==> config.mk <==
export PLATFORM = sky130hd
export DESIGN_NAME = relu_maxpool_flat
export DESIGN_NICKNAME = d
export VERILOG_FILES = /design/src/rtl/relu_maxpool_pkg.sv /design/src/rtl/relu_maxpool_if.sv /design/src/rtl/relu_maxpool_pool_window_buf.sv /design/src/rtl/relu_maxpool.sv /design/src/flat_wrapper.sv
export SDC_FILE = /design/constraint.sdc
export NUM_CORES = 1
export LEC_CHECK = 0
export BUFFER_PORTS_ARGS = -buffer_cell sky130_fd_sc_hd__buf_2
export CAP_MARGIN = 20
export CORE_ASPECT_RATIO = 1.75
export CORE_UTILIZATION = 35
export CTS_CLUSTER_DIAMETER = 200
export DETAILED_ROUTE_END_ITERATION = 12
export PLACE_DENSITY = 0.6
export SLEW_MARGIN = 20
export SYNTH_ARGS = -nofsm -noshare
export SYNTH_HDL_FRONTEND = slang
export SYNTH_SLANG_ARGS = --single-unit
==> constraint.sdc <==
create_clock -name clk -period 2.8 [get_ports clk]
set_input_delay 0.7 -clock clk [delete_from_list [all_inputs] [get_ports clk]]
set_output_delay 0.7 -clock clk [all_outputs]
set_load 0.05 [all_outputs]
==> src/rtl/relu_maxpool_pkg.sv <==
// ---------------------------------------------------------------------------
// relu_maxpool_pkg
//   Shared definitions for the ReLU + max-pool stage of the npcnn engine:
//   data width, FSM state encodings, the conv feature-map size formula and
//   small datapath helpers (ReLU clamp, unsigned max with tie-keeps-first).
// ---------------------------------------------------------------------------
package relu_maxpool_pkg;

  localparam int DATA_W = 20;

  // FSM state encodings
  localparam logic [1:0] ST_IDLE = 2'd0;
  localparam logic [1:0] ST_RUN  = 2'd1;
  localparam logic [1:0] ST_DONE = 2'd2;

  // Side of the feature map produced by the upstream conv stage
  function automatic int fmap_size(input int a_size, input int f_size,
                                   input int stride, input int zeropadding);
    return (a_size - f_size + 2 * zeropadding) / stride + 1;
  endfunction

  // ReLU: negative values clamp to zero, result is treated as unsigned
  function automatic logic [DATA_W-1:0] relu(input logic [DATA_W-1:0] x);
    return x[DATA_W-1] ? {DATA_W{1'b0}} : x;
  endfunction

  // Unsigned max; on a tie the first operand (the stored value) is kept
  function automatic logic [DATA_W-1:0] umax(input logic [DATA_W-1:0] a,
                                             input logic [DATA_W-1:0] b);
    return (b > a) ? b : a;
  endfunction

endpackage

==> src/rtl/relu_maxpool_if.sv <==
// ---------------------------------------------------------------------------
// relu_maxpool_if
//   Stream interface of the ReLU + max-pool stage.
//   go         : start one feature map
//   in_data    : signed conv output, in_valid qualifies it
//   pool_out   : pooled value (unsigned), pool_valid one-cycle pulse
//   done       : map complete, held until the next go
//   master = producer/consumer side (conv engine / bench), slave = pool stage.
// ---------------------------------------------------------------------------
interface relu_maxpool_if;

  logic                                go;
  logic [relu_maxpool_pkg::DATA_W-1:0] in_data;
  logic                                in_valid;
  logic [relu_maxpool_pkg::DATA_W-1:0] pool_out;
  logic                                pool_valid;
  logic                                done;

  modport master (
    output go, in_data, in_valid,
    input  pool_out, pool_valid, done
  );

  modport slave (
    input  go, in_data, in_valid,
    output pool_out, pool_valid, done
  );

endinterface

==> src/rtl/relu_maxpool_pool_window_buf.sv <==
// ---------------------------------------------------------------------------
// pool_window_buf
//   Single-row running-max buffer: one register per pooling window across a
//   feature-map row. An entry selected by idx is either loaded (first element
//   of a window) or updated with the unsigned max of itself and din.
//   Ports: clk, reset (async, active-low), load, upd, idx, din, rd_data
//   (combinational read of the entry selected by idx).
// ---------------------------------------------------------------------------
module pool_window_buf
  import relu_maxpool_pkg::*;
#(
  parameter int OSZ = 2,
  parameter int WW  = 1
) (
  input  logic              clk,
  input  logic              reset,
  input  logic              load,
  input  logic              upd,
  input  logic [WW-1:0]     idx,
  input  logic [DATA_W-1:0] din,
  output logic [DATA_W-1:0] rd_data
);

  logic [DATA_W-1:0] mem_r [OSZ];

  // Entry storage: load or running-max update of the indexed window
  always_ff @(posedge clk or negedge reset) begin
    if (!reset) begin
      for (int i = 0; i < OSZ; i++) begin
        mem_r[i] <= {DATA_W{1'b0}};
      end
    end else begin
      for (int i = 0; i < OSZ; i++) begin
        if (idx == WW'(i)) begin
          if (load) begin
            mem_r[i] <= din;
          end else if (upd) begin
            mem_r[i] <= umax(mem_r[i], din);
          end
        end
      end
    end
  end

  // Read mux; an index beyond the last window reads as zero
  always_comb begin
    rd_data = {DATA_W{1'b0}};
    for (int i = 0; i < OSZ; i++) begin
      if (idx == WW'(i)) begin
        rd_data = mem_r[i];
      end else begin
        rd_data = rd_data;
      end
    end
  end

endmodule

==> src/rtl/relu_maxpool.sv <==
// ---------------------------------------------------------------------------
// relu_maxpool
//   Consumes 20-bit signed conv outputs in raster order, applies ReLU and
//   non-overlapping POOLxPOOL max pooling on the fly, and emits pooled values
//   in raster order. Only one row of running maxima is stored.
//   Ports: clk, reset (async, active-low), bus (relu_maxpool_if.slave:
//   go, in_data, in_valid in; pool_out, pool_valid, done out).
//   Rows/columns beyond OSZ*POOL are counted but never pooled (floor pooling).
// ---------------------------------------------------------------------------
module relu_maxpool
  import relu_maxpool_pkg::*;
#(
  parameter int A_SIZE      = 6,
  parameter int F_SIZE      = 3,
  parameter int STRIDE      = 1,
  parameter int ZEROPADDING = 0,
  parameter int POOL        = 2
) (
  input  logic           clk,
  input  logic           reset,
  relu_maxpool_if.slave  bus
);

  localparam int          FMAP   = fmap_size(A_SIZE, F_SIZE, STRIDE, ZEROPADDING);
  localparam int          OSZ    = FMAP / POOL;
  localparam int          CW     = (FMAP > 1) ? $clog2(FMAP) : 1;
  localparam int          WW     = (OSZ > 1) ? $clog2(OSZ) : 1;
  localparam int unsigned POOL_U = POOL;
  localparam int unsigned SPAN_U = OSZ * POOL;
  localparam logic [CW-1:0] LAST_IDX = CW'(FMAP - 1);

  logic [1:0]        state_r;
  logic [CW-1:0]     row_r;
  logic [CW-1:0]     col_r;
  logic [DATA_W-1:0] pool_out_r;
  logic              pool_valid_r;
  logic              done_r;

  logic [31:0]       row_u_s;
  logic [31:0]       col_u_s;
  logic              accept_s;
  logic              in_win_s;
  logic              first_s;
  logic              last_s;
  logic              last_in_s;
  logic              load_s;
  logic              upd_s;
  logic              emit_s;
  logic [WW-1:0]     win_idx_s;
  logic [DATA_W-1:0] v_s;
  logic [DATA_W-1:0] buf_rd_s;

  // Input decode: acceptance, window position and buffer controls
  always_comb begin
    row_u_s   = {{(32-CW){1'b0}}, row_r};
    col_u_s   = {{(32-CW){1'b0}}, col_r};
    accept_s  = (state_r == ST_RUN) && bus.in_valid;
    in_win_s  = (row_u_s < SPAN_U) && (col_u_s < SPAN_U);
    first_s   = ((row_u_s % POOL_U) == 32'd0) && ((col_u_s % POOL_U) == 32'd0);
    last_s    = ((row_u_s % POOL_U) == (POOL_U - 32'd1)) &&
                ((col_u_s % POOL_U) == (POOL_U - 32'd1));
    last_in_s = (row_r == LAST_IDX) && (col_r == LAST_IDX);
    win_idx_s = WW'(col_u_s / POOL_U);
    v_s       = relu(bus.in_data);
    load_s    = accept_s && in_win_s && first_s;
    upd_s     = accept_s && in_win_s && !first_s;
    emit_s    = accept_s && in_win_s && last_s;
  end

  pool_window_buf #(
    .OSZ (OSZ),
    .WW  (WW)
  ) u_buf (
    .clk     (clk),
    .reset   (reset),
    .load    (load_s),
    .upd     (upd_s),
    .idx     (win_idx_s),
    .din     (v_s),
    .rd_data (buf_rd_s)
  );

  // FSM and raster counters; gaps in in_valid leave everything frozen
  always_ff @(posedge clk or negedge reset) begin
    if (!reset) begin
      state_r <= ST_IDLE;
      row_r   <= {CW{1'b0}};
      col_r   <= {CW{1'b0}};
    end else begin
      case (state_r)
        ST_IDLE, ST_DONE: begin
          // in_valid here is dropped, even when it coincides with go
          if (bus.go) begin
            state_r <= ST_RUN;
            row_r   <= {CW{1'b0}};
            col_r   <= {CW{1'b0}};
          end
        end
        ST_RUN: begin
          if (accept_s) begin
            if (col_r == LAST_IDX) begin
              col_r <= {CW{1'b0}};
              if (row_r == LAST_IDX) begin
                row_r   <= {CW{1'b0}};
                state_r <= ST_DONE;
              end else begin
                row_r <= row_r + CW'(1);
              end
            end else begin
              col_r <= col_r + CW'(1);
            end
          end
        end
        default: begin
          state_r <= ST_IDLE;
          row_r   <= {CW{1'b0}};
          col_r   <= {CW{1'b0}};
        end
      endcase
    end
  end

  // Registered outputs: pooled value pulse and map-complete flag
  always_ff @(posedge clk or negedge reset) begin
    if (!reset) begin
      pool_out_r   <= {DATA_W{1'b0}};
      pool_valid_r <= 1'b0;
      done_r       <= 1'b0;
    end else begin
      pool_valid_r <= emit_s;
      if (emit_s) begin
        // the window's final element is compared directly, not via the buffer
        pool_out_r <= umax(buf_rd_s, v_s);
      end
      if (accept_s && last_in_s) begin
        done_r <= 1'b1;
      end else if ((state_r == ST_DONE) && bus.go) begin
        done_r <= 1'b0;
      end
    end
  end

  assign bus.pool_out   = pool_out_r;
  assign bus.pool_valid = pool_valid_r;
  assign bus.done       = done_r;

endmodule

==> src/flat_wrapper.sv <==
// flat-port wrapper written by rule: the top's interface ports become plain ports
module relu_maxpool_flat import relu_maxpool_pkg::*;
#(
  parameter int A_SIZE      = 6,
  parameter int F_SIZE      = 3,
  parameter int STRIDE      = 1,
  parameter int ZEROPADDING = 0,
  parameter int POOL        = 2
)
  (clk, reset, bus_go, bus_in_data, bus_in_valid, bus_pool_out, bus_pool_valid, bus_done);
  relu_maxpool_if bus_i ();
  input  logic clk;
  input  logic reset;
  input wire logic [$bits(bus_i.go)-1:0] bus_go;
  input wire logic [$bits(bus_i.in_data)-1:0] bus_in_data;
  input wire logic [$bits(bus_i.in_valid)-1:0] bus_in_valid;
  output wire logic [$bits(bus_i.pool_out)-1:0] bus_pool_out;
  output wire logic [$bits(bus_i.pool_valid)-1:0] bus_pool_valid;
  output wire logic [$bits(bus_i.done)-1:0] bus_done;
  assign bus_i.go = bus_go;
  assign bus_i.in_data = bus_in_data;
  assign bus_i.in_valid = bus_in_valid;
  assign bus_pool_out = bus_i.pool_out;
  assign bus_pool_valid = bus_i.pool_valid;
  assign bus_done = bus_i.done;
  relu_maxpool #(.A_SIZE(A_SIZE), .F_SIZE(F_SIZE), .STRIDE(STRIDE), .ZEROPADDING(ZEROPADDING), .POOL(POOL)) u_core (.clk(clk), .reset(reset), .bus(bus_i));
endmodule
# Yosys cells after proc, flatten, opt, wreduce, memory -nomap -nowiden
# Cells that the tools add are included.
[op_classes]
n_addsub = 2
magnitude_cmp = 3
n_eq_ne = 8
n_mux = 24
bitwise = 1
reduce_logical = 23
[op_table]
columns = ["operator", "n"]
rows = [
  ["two-way mux 20 bit", 8],
  ["logical NOT 32 bit", 2],
  ["> comparator 20 bit", 3],
  ["two-way mux 2 bit", 10],
  ["two-way mux 19 bit", 1],
  ["case mux 2 bit (2 select lines)", 3],
  ["logical AND 1 bit", 9],
  ["AND reduction 3 bit", 3],
  ["nonzero test 2 bit", 4],
  ["== test 2 bit, second input constant", 3],
  ["!= test 2 bit, second input constant", 3],
  ["adder 2 x 1 -> 2 bit, second input constant", 2],
  ["AND reduction 4 bit", 1],
  ["== test 2 x 1 -> 1 bit, second input constant", 1],
  ["logical NOT 2 bit", 1],
  ["two-way mux 1 bit", 2],
  ["!= test 2 x 1 -> 1 bit, second input constant", 1],
  ["AND reduction 2 bit", 1],
  ["OR reduction 2 bit", 1],
  ["logical NOT 1 bit", 1],
  ["NOT 1 bit", 1],
]
[totals]
ff_bits = 68
elab_cells = 69

# Logic depth before layout (Yosys ltp)
# Gate-level depths: netlist of the first run.
[depth]
ltp_word = 6
mapped_depth = 13
depth_no_buf = 9

# By module
# A second synthesis of the first run with hierarchy kept.
[unflattened]
cells_unflattened = 627
hier_area_um2 = 5575.3
[modules_own_cells]
columns = ["module", "n_inst", "cells_each", "area_each_um2", "seq_area_each_um2"]
rows = [
  ["pool_window_buf", 1, 377, 3263.1, 1001.0],
  ["relu_maxpool", 1, 250, 2312.2, 700.7],
]

# Worst setup path before layout of the first run
# No wires, ideal clock.
[synth_path]
kind = "input-to-reg"
start = "in bus_in_data[19]"
end = "reg u_core.u_buf.mem_r[0] in the netlist's numbering"
arrival_ns = 3.067
t_required_ns = 2.672
slack_ns = -0.395
stages = 12
path_buffers = 3
path_cell_list = "clkbuf_1 > clkbuf_1 > nand2b_1 > inv_1 > ha_1 > nand4_1 > nor4_1 > nand4_1 > o21a_1 > a31oi_1 > buf_4 > mux2_1"
[synth_between]
elab_chain_len = 4
word_cells_on_any_way = 7
[synth_rtl]
columns = ["item", "line", "text"]
rows = [
  ["start: declaration", "flat_wrapper.sv:15", "input wire logic [$bits(bus_i.in_data)-1:0] bus_in_data;"],
  ["two-way mux 19 bit", "relu_maxpool_pkg.sv:24", "return x[DATA_W-1] ? {DATA_W{1'b0}} : x;"],
  ["named net u_core.u_buf.din[15]", "relu_maxpool_pool_window_buf.sv:20", "input logic [DATA_W-1:0] din,"],
  ["> comparator 20 bit", "relu_maxpool_pkg.sv:30", "return (b > a) ? b : a;"],
  ["nonzero test 2 bit (no source line)", "n/a", ""],
  ["AND reduction 3 bit (no source line)", "n/a", ""],
  ["end signal: indexed assignment", "relu_maxpool_pool_window_buf.sv:30", "mem_r[i] <= {DATA_W{1'b0}};"],
  ["end signal: indexed assignment", "relu_maxpool_pool_window_buf.sv:36", "mem_r[i] <= din;"],
  ["end signal: indexed assignment", "relu_maxpool_pool_window_buf.sv:38", "mem_r[i] <= umax(mem_r[i], din);"],
  ["end: declaration", "relu_maxpool_pool_window_buf.sv:24", "logic [DATA_W-1:0] mem_r [OSZ];"],
]
# The timed path passes the listed nets, and every way through them passes these cells. The select of a mux whose other input is x is not followed.
# A chain may end at the register's enable or synchronous reset.

# Final worst setup path of the first run
[layout_path]
start = "in bus_in_data[19]"
end = "reg u_core.u_buf.mem_r[10] in the netlist's numbering"
# The elaborated chain is that of the path after synthesis.

==> impl_metrics.yaml, run 1 <==
outcome:
  run_status: "finished, violations left"
  violations: "setup timing"
global_route:
  antenna_violations_before_repair: 0
  maximum_number_of_pins_on_one_net_before_global_route_repair: 35
  grt_pass1_wl_um: 22500
  global_route.usage.total: 0.218
  globalRoute.totalOverflow: 0
  first_global_vias: 4501
timing:
  finClkSkew_ns: 0.00778
  final_max_slew_viol_count: 0
  max_clock_freq_ghz: 0.356
  final_worst_path_period_need_ns: 2.81
  setup_repair_after_global_routing_missed_its_margin: "yes"
  hold_viol: 0
  final.setup.tns_ns: -0.0210
  period_utilisation_layout: 1.00
  finalSetupViolations: 5
  finalWorstSetupSlack_ns: -0.0103
clock_network:
  clkLatencyLatePin_ns: 0.34
  ctsRootBufferMaster: "sky130_fd_sc_hd__clkbuf_16"
  cts.sink_count: 65
  clockBufferDepth: 2
  cts_inserted_buffers: 9
  holdBufCountCts: 0
  tritoncts_clock_tree: "yes"
  clkTransAtPathRegs_ns: 0.06
  clock_tree.htree_level_count: 3
synth:
  post-synth-top-count-cell: "sky130_fd_sc_hd__dfrtp_1"
  parity_gate_share_of_the_synthesized_area_counting_xor_and_xnor_cells: 0.00942
  synth_top_area_frac: 0.350
  asyncSetResetFlopFracSynth: 1.00
  largest_area_contributor_in_the_synthesized_netlist: "sky130_fd_sc_hd__dfrtp_1"
  post_synth_and_or_nand_nor_area_fraction: 0.112
  synth.avg_cell_area_um2: 9.87
  synthTopCellsByCount: "sky130_fd_sc_hd__dfrtp_1 (65), sky130_fd_sc_hd__a21oi_1 (59), sky130_fd_sc_hd__inv_1 (58)"
  synth-edff-count: 0
  synthAdderAreaFrac: 0.145
  synth_ff_type: "sky130_fd_sc_hd__dfrtp_1"
  synth_seq_area_share: 0.350
  synth_compound_area_frac: 0.172
  synth.area.top_cells: "sky130_fd_sc_hd__dfrtp_1 (35%), sky130_fd_sc_hd__ha_1 (15%), sky130_fd_sc_hd__mux2i_1 (12%)"
  synthesis.nets: 549
  syn_inst: 471
  synth_top_family_by_area: "compound AO/OA/AOI/OAI gates"
  yosys_register_bits: 65
  yosysWarningCount: 0
  yosysUniqueCellTypes: 46
  post_synth_instance_area_um2: 4650
  muxShareOfSynthArea: 0.134
floorplanning:
  die_y_um: 154
  placement_rows: 55
  floorplan.die_area_um2: 13800
  die_w_um: 89.1
  pin_count: 46
  effective_utilization_at_floorplan: 0.359
  placeable_core_area_um2: 12900
drt:
  drt_pre_antenna_iters: 4
  vias_per_cell: 5.23
  routed-via-count: 4129
  post_drt_wl_per_cell_um: 18.2
  ant_nets: 0
  drt_iter0_drc: 172
  route.final.wire_length_um: 14300
  post-route-drc-count: 0
critical_path:
  critical_path_required_ns: 3.05
  cp_data_arrival_time_ns: 3.06
  cp-start-kind: "input port"
  cp_slowest_stage_delay_ns: 0.29
  worst-path-max-fanout: 7
  critical_path.slowest_cell: "sky130_fd_sc_hd__ha_1"
  setup.worst_path.class: "in -> reg"
  cp_cell_instances: "buf_12 -> buf_6 -> nand2b_4 -> inv_1 -> buf_4 -> ha_1 -> nand2_2 -> nor4_4 -> nand4_1 -> o21a_1 -> a31oi_4 -> buf_6 -> buf_12 -> mux2i_1"
  nature_of_the_critical_path_endpoint: "flop"
power_and_ir_drop:
  power_density_nw_per_um2: 1100
  leakage_power_figure_nw: 3.23
  finalPower_mw: 7.33
  ir_drop_uv: 477
final_layout:
  core_utilization_of_the_finished_layout: 0.516
  num-fill-cells: 1192
  layout-drive-gt1-share: 0.393
  antenna_cells: 0
  final_net_count: 691
  flow.area_growth_from_synthesis_pct: 43.5
place:
  gp_routability_congestion: 0.848
  detailed_place_hpwl_um: 10800
  numPortBuffers: 44
min_path:
  hold_class: "in -> async"
job:
  max-cap-violations: 0
sequential cells by signal (all words and copies together) (netlist names):
| signal | count |
|---|---|
| u_core.state_r | 2 |
| u_core.col_r | 2 |
| u_core.u_buf.mem_r | 38 |
| u_core.bus.done | 1 |
| u_core.bus.pool_valid | 1 |
| u_core.bus.pool_out | 19 |
| u_core.row_r | 2 |
worst paths after layout:
kind	from	endpoint	slack, ns	depth (start not counted)
min in group clk	u_core.row_r[1]$_DFFE_PN0P_	u_core.row_r[1]$_DFFE_PN0P_	0.52	2
max in group asynchronous	reset	u_core.u_buf.mem_r[26]$_DFFE_PN0P_	2.05	2
setup reg to reg	u_core.col_r[1]$_DFFE_PN0P_	u_core.bus.pool_out[18]$_DFFE_PN0P_	0.07	11
hold reg to reg	u_core.row_r[1]$_DFFE_PN0P_	u_core.row_r[1]$_DFFE_PN0P_	0.52	2
hold / removal	reset	u_core.bus.pool_out[13]$_DFFE_PN0P_	0.40	2
setup / recovery	bus_in_data[19]	u_core.u_buf.mem_r[10]$_DFFE_PN0P_	-0.01	14
worst max-delay path, delay by kind of cell:
kind,cells,cell delay [ns]
AOI/OAI and AO/OA,2,0.46
adders and majority gates,1,0.29
buffers and inverters,6,0.71
muxes,1,0.21
and+or+nand+nor,4,0.67
final cells by class:
class / instances / area [um^2] / share of cell area
timing repair buffer: 152 / 1200 / 0.180
clock buffer: 12 / 267 / 0.0399
tap: 171 / 214 / 0.0321
sequential: 65 / 1630 / 0.244
clock inverter: 4 / 50.0 / 0.00750
inverter: 58 / 223 / 0.0334
multi-input combinational: 327 / 3090 / 0.464
metal layers:
layer / track usage / up-vias / part of all wire
met2: 0.406 / 81 / 0.55
met4: 0.103 / 0 / 0.043
li1: - / 1972 / -
met1: 0.231 / 2035 / 0.38
met3: 0.0331 / 41 / 0.021
met5: 0 / - / 0
power breakdown:
group          internal [mW]  leakage, nW  switching (mW)
sequential              1.37        0.827           0.319
clock                  0.761        0.151           0.450
combinational           1.99         2.26            2.44
cells by family after synthesis:
group                    count (synthesis)
AO/OA/AOI/OAI                          115
AND/OR/NAND/NOR                         91
buffers and inverters                   79
flip-flops                              65
multiplexers                            61
adder cells (fa/ha/maj)                 54
XOR/XNOR                                 5
other                                    1
stage by stage:
step           cells  hold slack (ns)  cell area, um^2  setup WS (ns)
6_report         789            0.400             6670        -0.0103
5_1_grt          789            0.432             6670         -0.118
3_3_place_gp     759            0.493             5910         -0.868
2_1_floorplan    471            0.404             4860        -0.0665
4_1_cts          780            0.411             6410       0.000864
3_5_place_dp     759            0.511             5910          -1.09
layout by cell type (no fill, tap or decap), drive strengths merged, types with 7 or more instances in the layout:
master,instances
buf,151
a221oi,18
a21o,8
nand3,7
nand2b,25
nor2,15
mux2,7
mux2i,54
inv,58
dfrtp,65
a21oi,59
nand2,18
o21ai,7
clkbuf,13
ha,54
nand4,8
nor2b,7
repair_timing:
item / 4_1_cts / 5_1_grt
endpoints found under the setup margin: 56 / 54
hold endpoints to repair: 0 / 0
cloned: 0 / 1
resized for setup: 25 / 31
setup buffers: 5 / 8
pin swaps: 9 / 16
Note: power is estimated with default switching activity, not from simulation.
==> run 2: changes to the inputs <==
Settings changed: CELL_PAD_IN_SITES_DETAIL_PLACEMENT from default to 0, CELL_PAD_IN_SITES_GLOBAL_PLACEMENT from default to 1, CORE_UTILIZATION 35 to 42, PLACE_DENSITY 0.6 to 0.82.
==> run 2 against run 1 <==
The flow now finishes without violations. Largest power group unchanged. First-iteration DRC count decreased by 14%. Clock power about the same. Wire length up 4.1%. Core utilization grew 12 points. Clock skew fell by 0.0032 ns. Sequential share of layout area fell by 0.72 points. Highest routed layer unchanged. Non-clock buffer count increased by 5. Flip-flop and latch count unchanged. Sequential power up 2%. Worst hold slack worse by 0.0010 ns. Global-route usage increased by 4.1 points.
==> impl_metrics.yaml, run 2 (synthesis gave the netlist of run 1 again) <==
outcome:
  run_status: "completed"
critical_path:
  setup.worst_path.class: "in -> reg"
  cp_cell_instances: "buf_12 -> nand2b_4 -> inv_2 -> buf_4 -> ha_4 -> nand3_4 -> nor4_4 -> nand4_1 -> o21a_1 -> a31oi_4 -> buf_12 -> buf_8 -> mux2i_1"
  worst_r2r_endpoint: "u_core.bus.pool_out[14]$_DFFE_PN0P_"
  critical_path.slowest_cell: "sky130_fd_sc_hd__nor4_4"
  cp-start-kind: "input port"
  nature_of_the_critical_path_endpoint: "flop"
  cp.buffers_inverters: 5
  worst_setup_path_startpoint: "bus_in_data[19]"
  r2r_slack_ns: 0.02
  cp_slowest_stage_delay_ns: 0.31
  crit_family: "simple AND/OR/NAND/NOR gates"
  path_common_cell: "sky130_fd_sc_hd__buf_12"
  reg2reg_depth: 12
  critical_path_required_ns: 3.04
  cp_data_arrival_time_ns: 3.04
  worst-path-max-fanout: 7
  crit-reg2reg-launch: "u_core.col_r[1]$_DFFE_PN0P_"
final_layout:
  final_net_count: 696
  antenna_cells: 0
  layout_commonest_cell: "sky130_fd_sc_hd__buf_4"
  final_cell_mix: "sky130_fd_sc_hd__buf_4 (88), sky130_fd_sc_hd__dfrtp_1 (64), sky130_fd_sc_hd__a21oi_1 (57), sky130_fd_sc_hd__inv_1 (50), sky130_fd_sc_hd__mux2i_1 (46)"
  num-fill-cells: 837
  flow.area_growth_from_synthesis_pct: 48.0
  largest_register_ff_count: 38
  registers.top_by_ff_count: "u_core.u_buf.mem_r"
  layout-drive-gt1-share: 0.424
place:
  detailed_place_hpwl_um: 10600
  numPortBuffers: 44
  gp_routability_congestion: 0.929
  place_ws_ns: -0.627
floorplanning:
  pin_count: 46
  floorplan.die_area_um2: 11500
  placement_rows: 50
  effective_utilization_at_floorplan: 0.432
  placeable_core_area_um2: 10800
  die_y_um: 141
  die_w_um: 81.5
min_path:
  hold_class: "in -> async"
drt:
  ant_nets: 0
  drt_pre_antenna_iters: 4
  route.final.wire_length_um: 14900
  post_drt_wl_per_cell_um: 19.8
  routed-via-count: 4209
  vias_per_cell: 5.59
  drt_iter0_drc: 148
  post-route-drc-count: 0
timing:
  final_max_slew_viol_count: 0
  finalSetupViolations: 0
  period_utilisation_layout: 0.999
  worst-slew-pin-transition_ns: 0.680
  setup_repair_after_global_routing_missed_its_margin: "yes"
  hold_viol: 0
  hold_ws_ns: 0.399
  max_slew_margin: 0.547
  final_worst_path_period_need_ns: 2.80
  finalWorstSetupSlack_ns: 0.00401
  max_clock_freq_ghz: 0.358
  finClkSkew_ns: 0.00456
global_route:
  global_route.usage.total: 0.259
  first_global_vias: 4436
  antenna_violations_before_repair: 0
  maximum_number_of_pins_on_one_net_before_global_route_repair: 39
  grt_pass1_wl_um: 21900
  globalRoute.totalOverflow: 0
power_and_ir_drop:
  power_density_nw_per_um2: 1130
  finalPower_mw: 7.74
  ir_drop_uv: 635
  leakage_power_figure_nw: 3.31
clock_network:
  clkLatencyLatePin_ns: 0.34
  tritoncts_clock_tree: "yes"
  ctsRootBufferMaster: "sky130_fd_sc_hd__clkbuf_16"
  cts_inserted_buffers: 9
  clkTransAtPathRegs_ns: 0.06
  clockBufferDepth: 2
  cts.sink_count: 65
  holdBufCountCts: 0
  clock_tree.htree_level_count: 3
job:
  max-cap-violations: 0
## run 2: changes by cell type in the layout (fill, tap and decap cells not counted), moves of 3 or more
cell	before	now
sky130_fd_sc_hd__buf_4	85	88
sky130_fd_sc_hd__nand2_2	4	1
sky130_fd_sc_hd__a221oi_2	12	17
sky130_fd_sc_hd__ha_4	11	17
sky130_fd_sc_hd__a221oi_1	6	1
sky130_fd_sc_hd__ha_1	43	37
sky130_fd_sc_hd__mux2i_4	3	6
## run 2: worst register-to-register path, stage by stage, from the launching register on
cell and delay, ns:
sky130_fd_sc_hd__dfrtp_2 0.45, sky130_fd_sc_hd__clkbuf_16 0.19, sky130_fd_sc_hd__mux2i_4 0.30, sky130_fd_sc_hd__ha_4 0.26, sky130_fd_sc_hd__nand3_4 0.11, sky130_fd_sc_hd__nor3_2 0.06
sky130_fd_sc_hd__a2111oi_2 0.34, sky130_fd_sc_hd__buf_4 0.18, sky130_fd_sc_hd__nand4_4 0.09, sky130_fd_sc_hd__nor3b_4 0.18, sky130_fd_sc_hd__buf_6 0.14, sky130_fd_sc_hd__buf_12 0.13
sky130_fd_sc_hd__a221oi_2 0.26
## run 2: repair_timing
item	in CTS	in global routing
pin swaps	8	10
setup endpoints to repair	56	52
cloned	0	3
resized for setup	19	62
buffers inserted	3	11
## run 2: how the worst max path moves through the flow
stage | endpoint | slack (ns) | cells past startpoint
after global placement | u_core.u_buf.mem_r[0]$_DFFE_PN0P_ | -0.59 | 12
after CTS | u_core.u_buf.mem_r[1]$_DFFE_PN0P_ | -0.0004 | 13
after detailed placement | u_core.u_buf.mem_r[1]$_DFFE_PN0P_ | -0.63 | 13
after global routing | u_core.u_buf.mem_r[1]$_DFFE_PN0P_ | -0.11 | 13
after floorplan | u_core.u_buf.mem_r[0]$_DFFE_PN0P_ | -0.07 | 12
final | u_core.u_buf.mem_r[1]$_DFFE_PN0P_ | 0.004 | 13
## run 2: area by class of cell
class,count,area (um^2),share of cell area
inverter,58,223,0.0324
clock inverter,5,78.8,0.0115
sequential,65,1630,0.237
tap,130,163,0.0236
timing repair buffer,157,1280,0.187
clock buffer,11,243,0.0353
multi-input combinational,327,3260,0.474
## run 2: stage by stage
step | setup TNS, ns | instance area [um^2] | utilization | std cells
after global routing | -2.16 | 6880 | 0.640 | 753
after CTS | -0.000406 | 6330 | 0.588 | 739
after global placement | -27.94 | 5890 | 0.547 | 720
after detailed placement | -29.95 | 5890 | 0.547 | 720
after floorplan | -1.80 | 4860 | - | 471
final | 0 | 6880 | 0.640 | 753
## run 2: metal layers
layer / up-vias / wire length [um] / GRT usage / share of wire
met5: - / 0 / 0 / 0
met4: 0 / 930 / 0.152 / 0.062
met3: 54 / 508 / 0.0356 / 0.034
met2: 108 / 8250 / 0.478 / 0.55
met1: 2062 / 5240 / 0.265 / 0.35
li1: 1985 / - / - / -
## run 2: report_power, final
group	switching, mW	internal [mW]	leakage [nW]
registers	0.362	1.37	0.825
logic	2.60	2.19	2.33
clock network	0.425	0.802	0.159
total	3.39	4.36	3.31
